--- config.mk ---
export PLATFORM = sky130hd
export DESIGN_NAME = mdu
export DESIGN_NICKNAME = d
export VERILOG_FILES = /design/src/rtl/mdu_pkg.sv /design/src/rtl/mdu.sv
export SDC_FILE = /design/constraint.sdc
export NUM_CORES = 1
export LEC_CHECK = 0
export CORE_ASPECT_RATIO = 1.5
export CORE_UTILIZATION = 51
export DETAILED_ROUTE_END_ITERATION = 6
export GPL_TIMING_DRIVEN = 0
export HOLD_SLACK_MARGIN = 0.02
export PLACE_DENSITY_LB_ADDON = 0.1
export SETUP_SLACK_MARGIN = 0.2
export SLEW_MARGIN = 30
export SYNTH_ARGS = -nofsm -noshare
export SYNTH_HDL_FRONTEND = slang
export SYNTH_SLANG_ARGS = --single-unit
--- constraint.sdc ---
create_clock -name clk -period 5.3 [get_ports clk]
set_input_delay 1.06 -clock clk [delete_from_list [all_inputs] [get_ports clk]]
set_output_delay 1.06 -clock clk [all_outputs]
set_load 0.01 [all_outputs]
--- src/rtl/mdu_pkg.sv ---
// Shared definitions for the iterative RV32M multiply/divide unit.
package mdu_pkg;

  localparam int unsigned MduWidth = 32;

  // Opcodes match the RV32M funct3 field.
  localparam logic [2:0] MDU_MUL    = 3'b000;
  localparam logic [2:0] MDU_MULH   = 3'b001;
  localparam logic [2:0] MDU_MULHSU = 3'b010;
  localparam logic [2:0] MDU_MULHU  = 3'b011;
  localparam logic [2:0] MDU_DIV    = 3'b100;
  localparam logic [2:0] MDU_DIVU   = 3'b101;
  localparam logic [2:0] MDU_REM    = 3'b110;
  localparam logic [2:0] MDU_REMU   = 3'b111;

  typedef enum logic {StIdle, StCalc} mdu_state_e;

endpackage

--- src/rtl/mdu.sv ---
// Radix-2 multiply/divide unit: shift-add multiply, restoring divide, WIDTH cycles per operation.
module mdu
  import mdu_pkg::*;
#(
  parameter int unsigned WIDTH = MduWidth
) (
  input  logic             clk,
  input  logic             rst,
  input  logic             start_i,
  input  logic [2:0]       op_i,
  input  logic [WIDTH-1:0] op_data1_i,
  input  logic [WIDTH-1:0] op_data2_i,
  input  logic             flush_i,
  output logic             busy_o,
  output logic             valid_o,
  output logic [WIDTH-1:0] res_o
);

  localparam int unsigned CntW = $clog2(WIDTH);
  localparam logic [CntW-1:0] CntLast = CntW'(WIDTH - 1);
  localparam logic [WIDTH-1:0] MinNeg = {1'b1, {(WIDTH - 1){1'b0}}};

  mdu_state_e         state_q, state_d;
  logic [CntW-1:0]    cnt_q, cnt_d;
  logic [2:0]         op_q, op_d;
  logic [2*WIDTH:0]   acc_q, acc_d;
  logic [WIDTH-1:0]   aux_q, aux_d;
  logic               neg_q, neg_d;
  logic               busy_q, busy_d;
  logic               valid_q, valid_d;
  logic [WIDTH-1:0]   res_q, res_d;

  logic               is_div, rs1_signed, rs2_signed, neg1, neg2, div_zero, div_ovf;
  logic [WIDTH-1:0]   mag1, mag2;
  logic [WIDTH:0]     mul_sum, div_trial, div_rem;
  logic               div_ge;
  logic [2*WIDTH:0]   step;
  logic [2*WIDTH-1:0] prod_fix;
  logic [WIDTH-1:0]   div_sel, final_res;

  // Operand decode and magnitude conversion at accept.
  always_comb begin
    is_div     = op_i[2];
    rs1_signed = (op_i == MDU_MULH) || (op_i == MDU_MULHSU) ||
                 (op_i == MDU_DIV) || (op_i == MDU_REM);
    rs2_signed = (op_i == MDU_MULH) || (op_i == MDU_DIV) || (op_i == MDU_REM);
    neg1       = rs1_signed & op_data1_i[WIDTH-1];
    neg2       = rs2_signed & op_data2_i[WIDTH-1];
    mag1       = neg1 ? -op_data1_i : op_data1_i;
    mag2       = neg2 ? -op_data2_i : op_data2_i;
    div_zero   = is_div && (op_data2_i == '0);
    div_ovf    = ((op_i == MDU_DIV) || (op_i == MDU_REM)) &&
                 (op_data1_i == MinNeg) && (op_data2_i == '1);
  end

  // One iteration step. acc_q holds {product hi, multiplier} or {remainder, dividend/quotient}.
  always_comb begin
    mul_sum   = acc_q[2*WIDTH:WIDTH] + (acc_q[0] ? {1'b0, aux_q} : '0);
    div_trial = {acc_q[2*WIDTH-1:WIDTH], acc_q[WIDTH-1]};
    div_ge    = div_trial >= {1'b0, aux_q};
    div_rem   = div_ge ? div_trial - {1'b0, aux_q} : div_trial;
    if (op_q[2]) begin
      step = {div_rem, acc_q[WIDTH-2:0], div_ge};
    end else begin
      step = {1'b0, mul_sum, acc_q[WIDTH-1:1]};
    end
    prod_fix  = neg_q ? -step[2*WIDTH-1:0] : step[2*WIDTH-1:0];
    div_sel   = op_q[1] ? step[2*WIDTH-1:WIDTH] : step[WIDTH-1:0];
    if (op_q[2]) begin
      final_res = neg_q ? -div_sel : div_sel;
    end else if (op_q == MDU_MUL) begin
      final_res = prod_fix[WIDTH-1:0];
    end else begin
      final_res = prod_fix[2*WIDTH-1:WIDTH];
    end
  end

  always_comb begin
    state_d = state_q;
    cnt_d   = cnt_q;
    op_d    = op_q;
    acc_d   = acc_q;
    aux_d   = aux_q;
    neg_d   = neg_q;
    busy_d  = busy_q;
    valid_d = 1'b0;
    res_d   = res_q;
    unique case (state_q)
      StIdle: begin
        if (start_i && !flush_i) begin
          op_d  = op_i;
          cnt_d = '0;
          neg_d = (is_div && op_i[1]) ? neg1 : (neg1 ^ neg2);
          if (div_zero) begin
            res_d   = op_i[1] ? op_data1_i : '1;
            valid_d = 1'b1;
          end else if (div_ovf) begin
            res_d   = op_i[1] ? '0 : op_data1_i;
            valid_d = 1'b1;
          end else begin
            state_d = StCalc;
            busy_d  = 1'b1;
            aux_d   = is_div ? mag2 : mag1;
            acc_d   = {{(WIDTH + 1){1'b0}}, (is_div ? mag1 : mag2)};
          end
        end
      end
      StCalc: begin
        if (flush_i) begin
          state_d = StIdle;
          busy_d  = 1'b0;
        end else begin
          acc_d = step;
          cnt_d = cnt_q + CntW'(1);
          if (cnt_q == CntLast) begin
            res_d   = final_res;
            valid_d = 1'b1;
            state_d = StIdle;
            busy_d  = 1'b0;
            cnt_d   = '0;
          end
        end
      end
      default: state_d = StIdle;
    endcase
  end

  always_ff @(posedge clk) begin
    if (rst) begin
      state_q <= StIdle;
      cnt_q   <= '0;
      op_q    <= '0;
      acc_q   <= '0;
      aux_q   <= '0;
      neg_q   <= 1'b0;
      busy_q  <= 1'b0;
      valid_q <= 1'b0;
      res_q   <= '0;
    end else begin
      state_q <= state_d;
      cnt_q   <= cnt_d;
      op_q    <= op_d;
      acc_q   <= acc_d;
      aux_q   <= aux_d;
      neg_q   <= neg_d;
      busy_q  <= busy_d;
      valid_q <= valid_d;
      res_q   <= res_d;
    end
  end

  assign busy_o  = busy_q;
  assign valid_o = valid_q;
  assign res_o   = res_q;

endmodule

==> qor.yml, run 1 <==
cts.sinks: 141
ys_async_sr_fraction_pct: 0
start_util_pct: 52.1
syn-num-nets: 2605
overflow: 131
die_h_um: 226
htree_levels: 4
avgSynthCellArea_um2: 6.93
netlist_area_um2: 17100
port_buffers: 103
synth_top_cell_by_area: "dfxtp_1"
cts.root.buffer_cell: "clkbuf_16"
numCtsBuffers: 17
synth_xor_area_share_pct: 8.47
die_w_um: 151
synth_ff_type: "dfxtp_1"
ys_seq_area_share_pct: 16.6
dpl.hpwl_um: 76700
num_rows: 81
synthCells: 2461
status: "aborted with a tool error"
tool.error: "[ERROR GRT-0116] Global routing finished with congestion. Check the congestion regions in the DRC Viewer."
ys_ff_latch: 141
muxShareOfSynthArea_pct: 5.38
synth_area_leaders: "dfxtp_1, nor2_1, a21oi_1"
lastStage: "global routing (5_1_grt)"
gp_congestion: 1.16
synth_cell_types: 100
yosys.area_share.adder_pct: 6.68
ys_warn_count: 0
synth_compound_area_share_pct: 30.8
synthDominantCellAreaShare_pct: 16.6
grt_max_degree: 17
cts_buffer_depth: 2
synth_top_family_by_area: "compound AO/OA/AOI/OAI gates"
ios: 105
synth-edff-count: 0
grt_pass1_vias: 22900
grt_pass1_wl_um: 161000
grt_usage_pct: 64.2
synthSimpleGateAreaFrac_pct: 26.5
dpl_cell_area_um2: 18600
==> per-layer routing <==
| layer | GRT overflow | track usage (%) |
|---|---|---|
| met2 | 66 | 88.6 |
| met3 | 1 | 37.2 |
| met4 | 64 | 67.3 |
| met1 | 0 | 64.2 |
| met5 | 0 | 3.79 |
==> kinds of logic after synthesis <==
logic type	count (synthesis)
AO/OA/AOI/OAI	779
adder cells (fa/ha/maj)	94
flip-flops	141
multiplexers	89
buffers and inverters	245
XOR/XNOR	165
AND/OR/NAND/NOR	948
==> synthesized netlist by cell type, types with 41 or more instances <==
library cell and n:
ha_1 71, clkbuf_1 151, a31oi_1 41, nand3_1 57
mux2i_1 68, xnor2_1 99, o21ai_0 136, nor2_1 327
a21oi_1 207, dfxtp_1 141, and2_1 48, a211oi_1 73
nor3_1 73, inv_1 62, xor2_1 66, nand2_1 238
==> per-stage QoR <==
stage               hold slack, ns  setup WS, ns  utilization (%)  cells
floorplan                    0.436         0.204                -   2461
global placement             0.431         -3.16             56.9   2979
detailed placement           0.437         -3.14             57.0   2979
CTS                          0.446        0.0630             63.5   3071
==> what timing repair did <==
| item | CTS |
|---|---|
| pin swaps | 49 |
| resized for setup | 257 |
| endpoints found under the setup margin | 123 |
| setup buffers | 59 |
| hold buffers | 0 |
| cloned | 1 |
==> run 2: changes to the inputs <==
- CORE_ASPECT_RATIO: 1.5 -> not set
- CORE_UTILIZATION: 51 -> 36
- HOLD_SLACK_MARGIN: 0.02 -> not set
- PLACE_DENSITY_LB_ADDON: 0.1 -> 0.15
- SETUP_SLACK_MARGIN: 0.2 -> not set
- clock period: 5.3 -> 6.9 ns (I/O delays scaled with it)
==> run 2 against run 1 <==
The flow now finishes, with violations (design-rule violations). Synthesized area did not move. Synthesized cell count is the same.
==> qor.yml, run 2 <==
die_area_um2: 48300
avgSynthCellArea_um2: 6.93  # unchanged
synth_top_cell_by_area: "dfxtp_1"
dpl_worst_slack_ns: -2.79  # +0.341 ns
final_cells: 3210
fin_crit_ns: 6.85
crit_slowest_cell: "nor4b_4"
cts.root.buffer_cell: "clkbuf_16"
topRoutingLayerUsed: "met5"
hold_class: "reg -> reg"
p_per_area_nw_per_um2: 173
startpoint: "op_data2_i[11]"
synthCells: 2461  # unchanged
place_inst: 3172  # +6.5%
worst-setup-path-type: "in -> reg"
reg2reg_from: "op_q[2]$_SDFFE_PP0P_"
totalWireLength_um: 96600
ys_seq_area_share_pct: 16.6  # unchanged
slew_viol_final: 0
clk_pin_slew_ns: 0.06
grt_max_degree: 20
grt_pass1_vias: 19300
die_h_um: 220  # -2.8%
firstDrtPassIters: 7
finalHoldViolations: 0
max_cap_viol_count: 0
synth_area_leaders: "dfxtp_1, nor2_1, a21oi_1"
cp.required_ns: 7.25
cp-end-kind: "flip-flop"
hold_ws_ns: 0.446
ant_nets: 0
worst_ep_arrival_time_ns: 7.21
vias_per_cell: 6.50
top_register: "acc_q"
fmax_mhz: 146
final_common_cell: "nor2_1"
clk_latency_ns: 0.50
layout.nets: 2731
numCtsBuffers: 17  # unchanged
ys_async_sr_fraction_pct: 0  # unchanged
largest_register_ff_count: 65
finalSetupViolCount: 0
peakVddDrop_mv: 0.200
grt_pass1_wl_um: 136000
ys_warn_count: 0  # unchanged
gp_congestion: 1.06  # -8.5%
path_cells: "clkdlybuf4s50_1 -> or4_1 -> or2_2 -> or4_1 -> or3_1 -> nor4b_4 -> nor2_1 -> nand2_1 -> and3_1 -> clkbuf_1 -> clkbuf_1 -> clkbuf_1 -> o21ai_0 -> nand2_1 -> nand3_1"
vias: 20900
cts.sinks: 141  # unchanged
violations: "design-rule violations"
synthDominantCellAreaShare_pct: 16.6  # unchanged
ios: 105  # unchanged
final.period_utilization_pct: 99.3
max_slew_margin_pct: 30.3
synth_ff_type: "dfxtp_1"
dpl.hpwl_um: 79500  # +3.7%
p_leak_nw: 7.18
start_util_pct: 36.6  # -16 points
fin_tns_setup_ns: 0
cts_buffer_depth: 2  # unchanged
worstMarginPinSlew_ns: 1.02
netlist_area_um2: 17100  # unchanged
min_from: "res_o[23]$_SDFFE_PP0P_"
grt_usage_pct: 39.7
ys_ff_latch: 141  # unchanged
rsz0062_at_grt: "no"
skew_ns: 0.0160
status: "complete, but fails checks"
cpPeakStageDelay_ns: 0.61
initialDrtViolationCount: 2522
synth-edff-count: 0  # unchanged
cp_max_fo: 10
grt_antenna_before_repair: 2
core-area_um2: 46700
setup_slack_ns: 0.0452
port_buffers: 103  # unchanged
tritoncts: "done"
cp-start-kind: "input pin"
dr_wl_met2_um: 41800
syn2layout_area_growth_pct: 14.9
overflow: 0
regToRegSetupSlack_ns: 0.20
syn-num-nets: 2605  # unchanged
htree_levels: 4  # unchanged
synth_cell_types: 100  # unchanged
cpMostUsedCell: "clkbuf_1"
synth.most_common_cell: "nor2_1"
num_rows: 79  # -2.5%
drive_above_1_share_pct: 5.77
wl_met1_um: 39300
synth_common_cells: "nor2_1, nand2_1, a21oi_1"
die_w_um: 220  # +45%
dpl_cell_area_um2: 18900  # +1.3%
drc: 9
layout_common_cells: "nor2_1, nand2_1, a21oi_1"
n_fill_cell: 5021
wire_per_inst_um: 30.1
wl_met3_um: 10200
stdcell_area_um2: 19600
## run 2: cell families after synthesis
| family | Yosys count | share of synthesized area [%] |
|---|---|---|
| AO/OA/AOI/OAI | 779 | 30.8 |
| AND/OR/NAND/NOR | 948 | 26.5 |
| multiplexers | 89 | 5.38 |
| flip-flops | 141 | 16.6 |
| adder cells (fa/ha/maj) | 94 | 6.68 |
| XOR/XNOR | 165 | 8.47 |
| buffers and inverters | 245 | 5.66 |
## run 2: repair_timing
action / 4_1_cts / 5_1_grt
setup endpoints to repair: 25 / 10
pin swaps: 1 / 2
hold buffers: 0 / 0
cloned: 0 / 0
resized for setup: 15 / 11
buffers inserted: 1 / 4
## run 2: through the flow
step                      power, W  utilization (%)
final                      0.00340             42.0
after global routing       0.00350             42.0
after CTS                  0.00332             41.8
after detailed placement   0.00234             40.5
after global placement     0.00234             40.4
after floorplan            0.00176                -
## run 2: path summary, 6_finish.rpt
| path | to | cells past startpoint |
|---|---|---|
| worst min-delay path | res_o[23]$_SDFFE_PP0P_ | 2 |
| worst min register to register | res_o[23]$_SDFFE_PP0P_ | 2 |
| worst max register to register | res_o[16]$_SDFFE_PP0P_ | 20 |
| worst max-delay path | res_o[18]$_SDFFE_PP0P_ | 15 |
## run 2: cell type report
| type | count | area [um^2] | area share (%) |
|---|---|---|---|
| multi-input cells | 2075 | 13400 | 68.1 |
| flip-flops and latches | 141 | 2830 | 14.4 |
| repair buffers | 109 | 1080 | 5.49 |
| well taps | 607 | 759 | 3.88 |
| plain buffers | 179 | 736 | 3.75 |
| clock buffers | 17 | 425 | 2.17 |
| inverters | 64 | 240 | 1.23 |
| clock inverters | 15 | 170 | 0.868 |
| diodes | 3 | 7.51 | 0.0383 |
## run 2: worst max-delay path: cells and delay by family
family	cells	cell delay [ns]
AND/OR/NAND/NOR	10	3.51
buffers and inverters	4	1.85
AO/OA/AOI/OAI	1	0.45
## run 2: where the power goes
group	internal [W]	total, W	switching (W)
combinational	0.000462	0.00151	0.00105
clock	0.000515	0.000987	0.000472
sequential	0.000848	0.000899	0.0000515
total	0.00182	0.00340	0.00157
## run 2: layer usage
| layer | track usage [%] | vias up |
|---|---|---|
| met5 | 1.25 | - |
| met4 | 20.9 | 2 |
| met3 | 9.34 | 239 |
| met2 | 60.8 | 1203 |
| met1 | 51.4 | 10000 |
| li1 | - | 9365 |
Note: power is estimated with default switching activity, not from simulation.
==> run 3: changes to the inputs <==
- GPL_TIMING_DRIVEN: 0 -> 1
- RECOVER_POWER: not set -> 50
==> run 3 against run 2 <==
The run ends with design-rule violations, max-capacitance violations, max-slew violations left. Utilization fell by 0.83 points. Combinational power fell by 6%. Non-clock buffer count fell by 120. Via count fell by 4.9%. Setup slack improved by 0.53 ns. Largest power group unchanged.
==> qor.yml, run 3 (synthesized netlist as in run 2, its figures left out) <==
violations: "design-rule violations, max-capacitance violations, max-slew violations"
vias: 19800  # -4.9%
cp-start-kind: "flip-flop"
peakVddDrop_mv: 0.232  # +16%
totalWireLength_um: 84900  # -12%
status: "complete, but fails checks"
regToRegSetupSlack_ns: 0.58  # +0.38 ns
cp.required_ns: 7.34  # +0.09 ns
min_from: "res_o[23]$_SDFFE_PP0P_"
drc: 15  # +6
p_comb_share_pct: 44.0  # -0.5 points
whs_path_depth: 2  # unchanged
die_w_um: 220  # unchanged
reg2reg_from: "aux_q[29]$_SDFFE_PP0P_"
skew_ns: 0.0147  # -0.00126 ns
largest_register_ff_count: 65  # unchanged
start_util_pct: 36.6  # unchanged
final_common_cell: "nor2_1"
clk_latency_ns: 0.50  # about the same
top_register: "acc_q"
finalSetupViolCount: 0  # unchanged
grt_pass1_vias: 18200  # -5.5%
r2r_cells: 15  # -25%
cts_buffer_depth: 2  # unchanged
max_slew_margin_pct: -141  # -170 points
worstMarginPinSlew_ns: 3.61  # +2.60 ns
die_h_um: 220  # unchanged
hold_class: "reg -> reg"
wire_per_inst_um: 27.5  # -8.6%
min_to: "res_o[23]$_SDFFE_PP0P_"
die_area_um2: 48300  # unchanged
n_fill_cell: 4961  # -1.2%
rsz0062_at_grt: "no"
worst-setup-path-type: "reg -> reg"
pwr-share-seq_pct: 28.1  # +1.6 points
htree_levels: 4  # unchanged
cts_resized: 0  # -15
syn2layout_area_growth_pct: 12.6
fin_crit_ns: 6.32  # -0.534 ns
gp_congestion: 1.03  # -2.9%
numCtsBuffers: 17  # unchanged
layout.nets: 2611  # -4.4%
fin_tns_setup_ns: 0  # unchanged
drive_above_1_share_pct: 7.10  # +1.3 points
firstDrtPassIters: 7  # unchanged
cts.sinks: 141  # unchanged
hold_ws_ns: 0.443  # -0.00318 ns
tritoncts: "done"
total_power_w: 0.00323  # -4.8%
grt_antenna_before_repair: 4  # +2
ios: 105  # unchanged
cp_max_fo: 13  # +3
p_per_area_nw_per_um2: 168  # -2.9%
ant_nets: 0  # unchanged
core-area_um2: 46700  # unchanged
finalHoldViolations: 0  # unchanged
clockPowerShare_pct: 27.9  # -1.2 points
overflow: 0  # unchanged
cts.root.buffer_cell: "clkbuf_16"
layout_common_cells: "nor2_1, nand2_1, a21oi_1"
slew_viol_final: 144  # +144
cts_setup_buffers: 0  # -1
r2r_end: "res_o[13]$_SDFFE_PP0P_"
power.internal_w: 0.00178  # -2.2%
grt_usage_pct: 35.0  # -4.7 points
final.period_utilization_pct: 91.6  # -7.7 points
switchingPower_w: 0.00145  # -7.8%
postCtsHoldBufs: 0  # unchanged
fmax_mhz: 158  # +8.4%
max_cap_viol_count: 3  # +3
switching_share_pct: 44.8  # -1.5 points
grt_max_degree: 83  # +320%
clk_pin_slew_ns: 0.07  # about the same
vias_per_cell: 6.43  # -1.1%
num_rows: 79  # unchanged
p_leak_nw: 7.26  # +1.1%
postLayoutCoreUtil_pct: 41.2  # -0.83 points
dpl.hpwl_um: 66600  # -16%
worst_ep_arrival_time_ns: 6.76  # -0.45 ns
initialDrtViolationCount: 2123  # -16%
grt_pass1_wl_um: 123000  # -9.6%
cp-end-kind: "flip-flop"
port_buffers: 104  # +0.97%
-- run 3: area by class of cell --
type | instances | area [um^2] | area share, %
antenna | 3 | 7.51 | 0.0391
clock buffer | 20 | 467 | 2.43
clock inverter | 10 | 67.6 | 0.352
inverter | 64 | 240 | 1.25
multi-input combinational | 2075 | 13300 | 69.3
sequential | 141 | 2830 | 14.8
tap | 607 | 759 | 3.95
timing repair buffer | 168 | 1530 | 7.95
-- run 3: per-layer routing --
layer	up-vias	share of wire (%)	track usage (%)
met5	-	0.015	0
met4	2	4.5	14.5
met3	176	9.0	8.39
met2	956	44	54.4
met1	9601	42	46.2
li1	9109	-	-
-- run 3: worst max-delay path by stage --
stage | start | to | slack (ns) | depth (start not counted)
after floorplan | op_q[2]$_SDFFE_PP0P_ | res_o[28]$_SDFFE_PP0P_ | 1.07 | 22
after global placement | acc_q[0]$_SDFFE_PP0P_ | res_o[31]$_SDFFE_PP0P_ | 0.81 | 16
after detailed placement | aux_q[31]$_SDFFE_PP0P_ | res_o[13]$_SDFFE_PP0P_ | 0.80 | 15
after CTS | aux_q[31]$_SDFFE_PP0P_ | res_o[13]$_SDFFE_PP0P_ | 0.79 | 15
after global routing | op_data2_i[5] | acc_q[51]$_SDFFE_PP0P_ | 0.40 | 11
final | aux_q[29]$_SDFFE_PP0P_ | res_o[13]$_SDFFE_PP0P_ | 0.58 | 15
-- run 3: critical path, cell delays in order (launching register included) --
cell and delay (ns):
dfxtp_1 0.36, inv_1 0.05, ha_1 0.41, nand4_1 0.27, or3_1 0.48, or4_4 0.62
o311ai_4 0.73, nor2_2 0.07, buf_4 0.25, a311o_1 0.53, nor3_1 0.56, nand3_1 0.54
o31ai_1 0.43, xor2_1 0.13, a2111oi_0 0.61, a22o_1 0.22
-- run 3: through the flow --
| stage | worst slack [ns] | area (um^2) | instances |
|---|---|---|---|
| 2_1_floorplan | 1.07 | 17100 | 2461 |
| 3_3_place_gp | 0.814 | 18700 | 3055 |
| 3_5_place_dp | 0.798 | 18700 | 3055 |
| 4_1_cts | 0.786 | 19300 | 3085 |
| 5_1_grt | 0.398 | 19200 | 3085 |
| 6_report | 0.579 | 19200 | 3088 |
-- run 3: power by group through the flow --
stage | clock [W] | sequential [W] | combinational (W)
global route | 0.000951 | 0.000912 | 0.00150
CTS | 0.000923 | 0.000906 | 0.00139
finish | 0.000902 | 0.000909 | 0.00142
detailed placement | 0 | 0.000924 | 0.00138
floorplan | 0 | 0.000891 | 0.000872
global placement | 0 | 0.000923 | 0.00139
